**config.mk**
```make
export PLATFORM = sky130hd
export DESIGN_NAME = y86_fetch_prefetch
export DESIGN_NICKNAME = d
export VERILOG_FILES = /design/src/rtl/y86_fetch_prefetch.sv
export SDC_FILE = /design/constraint.sdc
export NUM_CORES = 2
export LEC_CHECK = 0
export BUFFER_PORTS_ARGS = -buffer_cell sky130_fd_sc_hd__clkbuf_2
export CORE_ASPECT_RATIO = 0.6
export CORE_UTILIZATION = 40
export DETAILED_ROUTE_END_ITERATION = 12
export HOLD_SLACK_MARGIN = 0.05
export SLEW_MARGIN = 20
export SYNTH_ARGS = -nofsm -noshare
export SYNTH_HDL_FRONTEND = slang
export SYNTH_SLANG_ARGS = --single-unit
export TNS_END_PERCENT = 30
```
**constraint.sdc**
```tcl
create_clock -name clk -period 11.9 [get_ports clk]
set_input_delay 0 -clock clk [delete_from_list [all_inputs] [get_ports clk]]
set_output_delay 0 -clock clk [all_outputs]
set_load 0.02 [all_outputs]
```
**src/rtl/y86_fetch_prefetch.sv**
```systemverilog
// y86_fetch_prefetch: Y86-64 fetch unit with a byte prefetch queue.
// Memory beats are streamed into a circular byte queue. Variable-length
// instructions are decoded at the queue head and handed downstream over
// valid/ready. Later stages can redirect the PC.
// Optional feature macro: FETCH_STATS_EN adds the stall_cycles / insn_count ports.
module y86_fetch_prefetch #(
    parameter int unsigned       MEM_BYTES = 8,
    parameter int unsigned       DEPTH     = 32,
    parameter int unsigned       ADDR_W    = 64,
    parameter logic [ADDR_W-1:0] RESET_PC  = '0
) (
    input  logic                   clk,
    input  logic                   rst,
    input  logic                   redirect_valid,
    input  logic [ADDR_W-1:0]      redirect_pc,
    output logic                   imem_req_valid,
    input  logic                   imem_req_ready,
    output logic [ADDR_W-1:0]      imem_req_addr,
    input  logic                   imem_resp_valid,
    input  logic [8*MEM_BYTES-1:0] imem_resp_data,
    input  logic                   imem_resp_err,
    output logic                   out_valid,
    input  logic                   out_ready,
    output logic [3:0]             icode,
    output logic [3:0]             ifun,
    output logic [3:0]             rA,
    output logic [3:0]             rB,
    output logic [63:0]            valC,
    output logic [ADDR_W-1:0]      valP,
    output logic [ADDR_W-1:0]      pc,
    output logic [2:0]             stat
`ifdef FETCH_STATS_EN
    ,
    output logic [31:0]            stall_cycles,
    output logic [31:0]            insn_count
`endif
);

    localparam int unsigned PTR_W = $clog2(DEPTH);
    localparam int unsigned CNT_W = PTR_W + 1;
    localparam int unsigned PEEK  = 10;

    localparam logic [2:0] STAT_AOK = 3'd1;
    localparam logic [2:0] STAT_HLT = 3'd2;
    localparam logic [2:0] STAT_ADR = 3'd3;
    localparam logic [2:0] STAT_INS = 3'd4;

    typedef enum logic {
        S_RUN  = 1'b0,
        S_STOP = 1'b1
    } state_t;

    // Queue storage (no reset needed: occupancy is tracked by r_count)
    logic [7:0]        r_q_data [DEPTH];
    logic              r_q_err  [DEPTH];

    logic [PTR_W-1:0]  r_rd_ptr;
    logic [PTR_W-1:0]  r_wr_ptr;
    logic [CNT_W-1:0]  r_count;
    logic [ADDR_W-1:0] r_pc;
    logic [ADDR_W-1:0] r_fetch_addr;
    state_t            r_state;
    logic              r_outstanding;
    logic              r_drop;

    logic [7:0]        w_b [PEEK];
    logic              w_e [PEEK];
    logic [3:0]        w_len;
    logic              w_has_reg;
    logic [1:0]        w_valc_sel;
    logic [2:0]        w_stat_dec;
    logic              w_err_hit;
    logic              w_full;
    logic              w_valid;
    logic [63:0]       w_valc;
    logic [ADDR_W-1:0] w_valp;
    logic [2:0]        w_stat;
    logic [CNT_W-1:0]  w_free;
    logic [CNT_W-1:0]  w_pop_n;
    logic              w_fire;
    logic              w_xfer;
    logic              w_push;

    // Peek the first PEEK bytes at the head; err flags only count for present bytes
    always_comb begin
        for (int k = 0; k < PEEK; k++) begin
            w_b[k] = r_q_data[r_rd_ptr + PTR_W'(k)];
            w_e[k] = r_q_err[r_rd_ptr + PTR_W'(k)] & (CNT_W'(k) < r_count);
        end
    end

    // Decode length, register byte, constant position and status from the head byte
    always_comb begin
        w_len      = 4'd1;
        w_has_reg  = 1'b0;
        w_valc_sel = 2'd0;
        w_stat_dec = STAT_AOK;
        w_err_hit  = 1'b0;
        w_valc     = '0;
        case (w_b[0][7:4])
            4'h0:                   w_stat_dec = STAT_HLT;
            4'h1, 4'h9:             w_len = 4'd1;
            4'h2, 4'h6, 4'hA, 4'hB: begin
                w_len     = 4'd2;
                w_has_reg = 1'b1;
            end
            4'h7, 4'h8: begin
                w_len      = 4'd9;
                w_valc_sel = 2'd1;
            end
            4'h3, 4'h4, 4'h5: begin
                w_len      = 4'd10;
                w_has_reg  = 1'b1;
                w_valc_sel = 2'd2;
            end
            default:                w_stat_dec = STAT_INS;
        endcase
        // A faulty opcode byte carries no trustworthy length
        if (w_e[0]) begin
            w_len = 4'd1;
        end
        for (int k = 0; k < PEEK; k++) begin
            if (w_e[k] && (4'(k) < w_len)) begin
                w_err_hit = 1'b1;
            end
        end
        for (int k = 0; k < 8; k++) begin
            if (w_valc_sel == 2'd1) begin
                w_valc[8*k +: 8] = w_b[k+1];
            end else if (w_valc_sel == 2'd2) begin
                w_valc[8*k +: 8] = w_b[k+2];
            end
        end
    end

    // Handshake and queue bookkeeping terms
    always_comb begin
        w_full  = (r_count >= CNT_W'(w_len));
        w_valid = (r_state == S_RUN) && !redirect_valid && (w_full || w_err_hit);
        w_valp  = r_pc + ADDR_W'(w_len);
        w_stat  = w_err_hit ? STAT_ADR : w_stat_dec;
        w_free  = CNT_W'(DEPTH) - r_count;
        w_pop_n = w_full ? CNT_W'(w_len) : r_count;
        w_xfer  = w_valid && out_ready;
        w_push  = imem_resp_valid && r_outstanding && !r_drop && !redirect_valid;
    end

    // Memory request: one outstanding at most, only with room for a whole beat
    always_comb begin
        imem_req_valid = !rst && (r_state == S_RUN) && !r_outstanding && !redirect_valid
                         && (w_free >= CNT_W'(MEM_BYTES));
        imem_req_addr  = r_fetch_addr;
        w_fire         = imem_req_valid && imem_req_ready;
    end

    // Downstream outputs; idle values whenever nothing is presented
    always_comb begin
        out_valid = w_valid;
        icode     = w_valid ? w_b[0][7:4] : 4'h0;
        ifun      = w_valid ? w_b[0][3:0] : 4'h0;
        rA        = (w_valid && w_has_reg) ? w_b[1][7:4] : 4'hF;
        rB        = (w_valid && w_has_reg) ? w_b[1][3:0] : 4'hF;
        valC      = w_valid ? w_valc : 64'h0;
        valP      = w_valid ? w_valp : '0;
        pc        = r_pc;
        stat      = w_valid ? w_stat : 3'd0;
    end

    // Write an accepted response beat into the queue tail
    always_ff @(posedge clk) begin
        if (w_push) begin
            for (int unsigned i = 0; i < MEM_BYTES; i++) begin
                r_q_data[r_wr_ptr + PTR_W'(i)] <= imem_resp_data[8*i +: 8];
                r_q_err[r_wr_ptr + PTR_W'(i)]  <= imem_resp_err;
            end
        end
    end

    // Control state: pointers, PCs, outstanding tracking and RUN/STOP state
    always_ff @(posedge clk or posedge rst) begin
        if (rst) begin
            r_rd_ptr      <= '0;
            r_wr_ptr      <= '0;
            r_count       <= '0;
            r_pc          <= RESET_PC;
            r_fetch_addr  <= RESET_PC;
            r_state       <= S_RUN;
            r_outstanding <= 1'b0;
            r_drop        <= 1'b0;
        end else if (redirect_valid) begin
            r_rd_ptr      <= '0;
            r_wr_ptr      <= '0;
            r_count       <= '0;
            r_pc          <= redirect_pc;
            r_fetch_addr  <= redirect_pc;
            r_state       <= S_RUN;
            // An in-flight beat still has to come back; remember to discard it
            r_outstanding <= r_outstanding && !imem_resp_valid;
            r_drop        <= r_outstanding && !imem_resp_valid;
        end else begin
            if (w_fire) begin
                r_fetch_addr  <= r_fetch_addr + ADDR_W'(MEM_BYTES);
                r_outstanding <= 1'b1;
            end else if (imem_resp_valid && r_outstanding) begin
                r_outstanding <= 1'b0;
                r_drop        <= 1'b0;
            end
            if (w_push) begin
                r_wr_ptr <= r_wr_ptr + PTR_W'(MEM_BYTES);
            end
            if (w_xfer) begin
                r_rd_ptr <= r_rd_ptr + PTR_W'(w_pop_n);
                r_pc     <= w_valp;
                if (w_stat != STAT_AOK) begin
                    r_state <= S_STOP;
                end
            end
            r_count <= r_count + (w_push ? CNT_W'(MEM_BYTES) : '0) - (w_xfer ? w_pop_n : '0);
        end
    end

`ifdef FETCH_STATS_EN
    logic [31:0] r_stall_cycles;
    logic [31:0] r_insn_count;

    // Stall cycles saturate; transfer count wraps; redirect does not clear either
    always_ff @(posedge clk or posedge rst) begin
        if (rst) begin
            r_stall_cycles <= '0;
            r_insn_count   <= '0;
        end else begin
            if ((r_state == S_RUN) && out_ready && !w_valid && (r_stall_cycles != 32'hFFFF_FFFF)) begin
                r_stall_cycles <= r_stall_cycles + 32'd1;
            end
            if (w_xfer) begin
                r_insn_count <= r_insn_count + 32'd1;
            end
        end
    end

    assign stall_cycles = r_stall_cycles;
    assign insn_count   = r_insn_count;
`endif

endmodule

```
==> results.json <==
{
  "cts-root-buf": "clkbuf_16",
  "hold_violations": 0,
  "synth_ff_type": "edfxtp_1",
  "final_common_cell": "clkbuf_2",
  "grt_util_all_layers_pct": 28.2,
  "fin_tns_setup_ns": 0,
  "grt_max_degree": 134,
  "hold_ws_ns": 0.129,
  "setup_violations": 0,
  "busiest_layer": "met1",
  "routed_wl_mm": 121,
  "syn_nets": 3074,
  "syn_area_um2": 33100,
  "rows": 81,
  "synth-seq-cells": 408,
  "viasPerCell": 6.59,
  "fin_skew_ns": 0.0458,
  "grt_pass1_wl_mm": 178,
  "core_um2": 81700,
  "n_fill_cell": 7432,
  "layout_common_cells": "clkbuf_2 (410), mux4_2 (393), nand2_1 (302)",
  "drt_iter0_drc": 3940,
  "fin_crit_sh_pct": 72.3,
  "cts_tree": "yes",
  "clk_latency_ns": 0.62,
  "crit_path_end_kind": "primary output",
  "stdcell_area_um2": 38700,
  "grt_pass1_vias": 26100,
  "grt.met1_usage_pct": 42.8,
  "cts.clk_slew.worst_paths_ns": 0.07,
  "dpl_worst_slack_ns": 3.82,
  "clockBufferDepth": 3,
  "fmax_ghz": 0.116,
  "gr-usage-met2_pct": 36.4,
  "critical_path_class": "reg -> out",
  "rsz0062_at_grt": "false",
  "synth_seq_area_share_pct": 34.8,
  "post-cts-setup-buffers": 0,
  "multi_input_area_um2": 20500,
  "layout_min_cycle_time_ns": 8.60,
  "route.detailed.drc": 0,
  "synth-warning-count": 0,
  "via_count": 28900,
  "cts_buffers": 44,
  "cts_max_level": 2,
  "fin_nets": 3451,
  "tightest_slew_ns": 1.17,
  "antenna_found_initial": 1,
  "slew_viol_final": 0,
  "synth_edf_count": 264,
  "status": "finished clean",
  "holdBufCountCts": 135,
  "netlist_instances": 2902,
  "hold_path_class": "in -> reg",
  "syn_avg_cell_area_um2": 11.4,
  "cts_resized": 0,
  "power_density_nw_per_um2": 216,
  "place.gp.congestion": 0.958,
  "die_area_um2": 84000,
  "vdd_ir_drop_max_mv": 0.144,
  "use_met3_pct": 10.7,
  "max-slew-margin-rel_pct": 22.1,
  "leakage_nw": 14.9,
  "placedInstanceArea_um2": 36000,
  "arrival_ns": 8.60,
  "setup_slack_ns": 3.30,
  "ff2ff_setup_slack_ns": 3.74,
  "io_buffer_count": 411,
  "cp-start-kind": "flip-flop",
  "die_x_um": 374,
  "initial_core_util_pct": 40.6,
  "dp_hpwl_mm": 87.0,
  "synth_cell_types": 83,
  "drive_gt1_share_pct": 31.2,
  "max_cap_viol_count": 0,
  "die_h_um": 225,
  "finish.utilization_pct": 47.4,
  "synthArstFlopShare_pct": 35.3,
  "seq_area_um2": 11500,
  "clock-sinks": 408,
  "required_ns": 11.90,
  "drt-pass1-iter-count": 6,
  "worstPathMaxFanout": 82,
  "grt-ovfl-total": 0,
  "ant_nets": 0,
  "wl_per_cell_um": 27.7,
  "area_growth_syn_to_layout_pct": 16.9,
  "io_pins": 412
}
==> flip-flops by register name, summed over array words and instances, names as in the netlist <==
name,flops
r_outstanding,1
r_drop,1
r_q_data,256
imem_req_addr,64
pc,64
r_wr_ptr,2
r_count,6
r_rd_ptr,5
r_state,1
r_q_err,8
==> critical path: stages (launching register included) <==
cell and delay (ns):
dfrtp_4 0.69, buf_4 0.60, buf_4 0.62, mux4_2 0.33
mux2i_1 0.13, o22a_1 0.31, a22oi_1 0.46, nor2_1 0.08
o21ai_1 0.74, or2_2 0.26, ha_1 0.22, nand2b_1 0.14
a211o_1 0.30, a2111oi_2 0.86, o211ai_4 0.12, buf_4 0.29
nand2_4 0.56, buf_4 0.72, a21oi_1 0.26, clkbuf_2 0.24
==> area by class of cell <==
class	instances	area share, %
timing repair buffer	605	9.99
clock buffer	59	3.07
inverter	36	0.362
sequential	408	29.8
antenna	1	0.00646
multi-input combinational	2184	52.9
tap	1079	3.49
clock inverter	17	0.414
==> path summary, 6_finish.rpt <==
| path | end | cells after the start | from |
|---|---|---|---|
| min in group asynchronous | pc[56]$_DFFE_PP0P_ | 4 | rst |
| hold reg to reg | imem_req_addr[1]$_DFFE_PP0P_ | 1 | imem_req_addr[1]$_DFFE_PP0P_ |
| setup / recovery | icode[1] | 19 | r_rd_ptr[1]$_DFFE_PP0P_ |
| max in group asynchronous | imem_req_addr[1]$_DFFE_PP0P_ | 5 | rst |
| setup reg to reg | r_count[5]$_DFF_PP0_ | 24 | r_rd_ptr[1]$_DFFE_PP0P_ |
| hold / removal | r_count[5]$_DFF_PP0_ | 3 | redirect_valid |
==> Yosys cell counts, drive strengths merged (32+ instances only) <==
library cell    n  area (µm²)
buf            97         511
xor2           56         490
nor2          224         843
ha             33         413
a21o          231        1730
edfxtp        264        7930
clkbuf        177         664
and3           44         275
xnor2          54         480
mux4          394        8880
a21oi          73         365
mux2           54         608
inv            33         124
nand3          95         475
o211ai         43         337
nor2b          49         307
mux2i          73         731
dfrtp         144        3600
or3            32         200
a22oi          55         413
o21ai          95         475
nand2         305        1150
==> per-stage QoR <==
| step | total power (W) | std cells |
|---|---|---|
| after floorplan | 0.00533 | 2902 |
| after global placement | 0.00681 | 4177 |
| after detailed placement | 0.00681 | 4177 |
| after CTS | 0.00825 | 4388 |
| after global routing | 0.00870 | 4389 |
| final | 0.00834 | 4389 |
==> cell families after synthesis <==
group                    synth area share [%]
XOR/XNOR                                 2.93
adder cells (fa/ha/maj)                  1.49
buffers and inverters                    3.95
flip-flops                               34.8
other                                  0.0113
AND/OR/NAND/NOR                          12.4
AO/OA/AOI/OAI                            13.6
multiplexers                             30.8
==> metal layers <==
metal,wire length (µm),vias up
met3,17700,254
met2,48400,2075
met5,0,-
li1,-,12100
met4,3840,0
met1,51600,14500
==> power breakdown <==
group	internal, W	switching [W]
Clock	0.000745	0.000622
Combinational	0.00218	0.00303
Sequential	0.00160	0.000170
Total	0.00452	0.00382
Note: power is estimated with default switching activity, not from simulation.
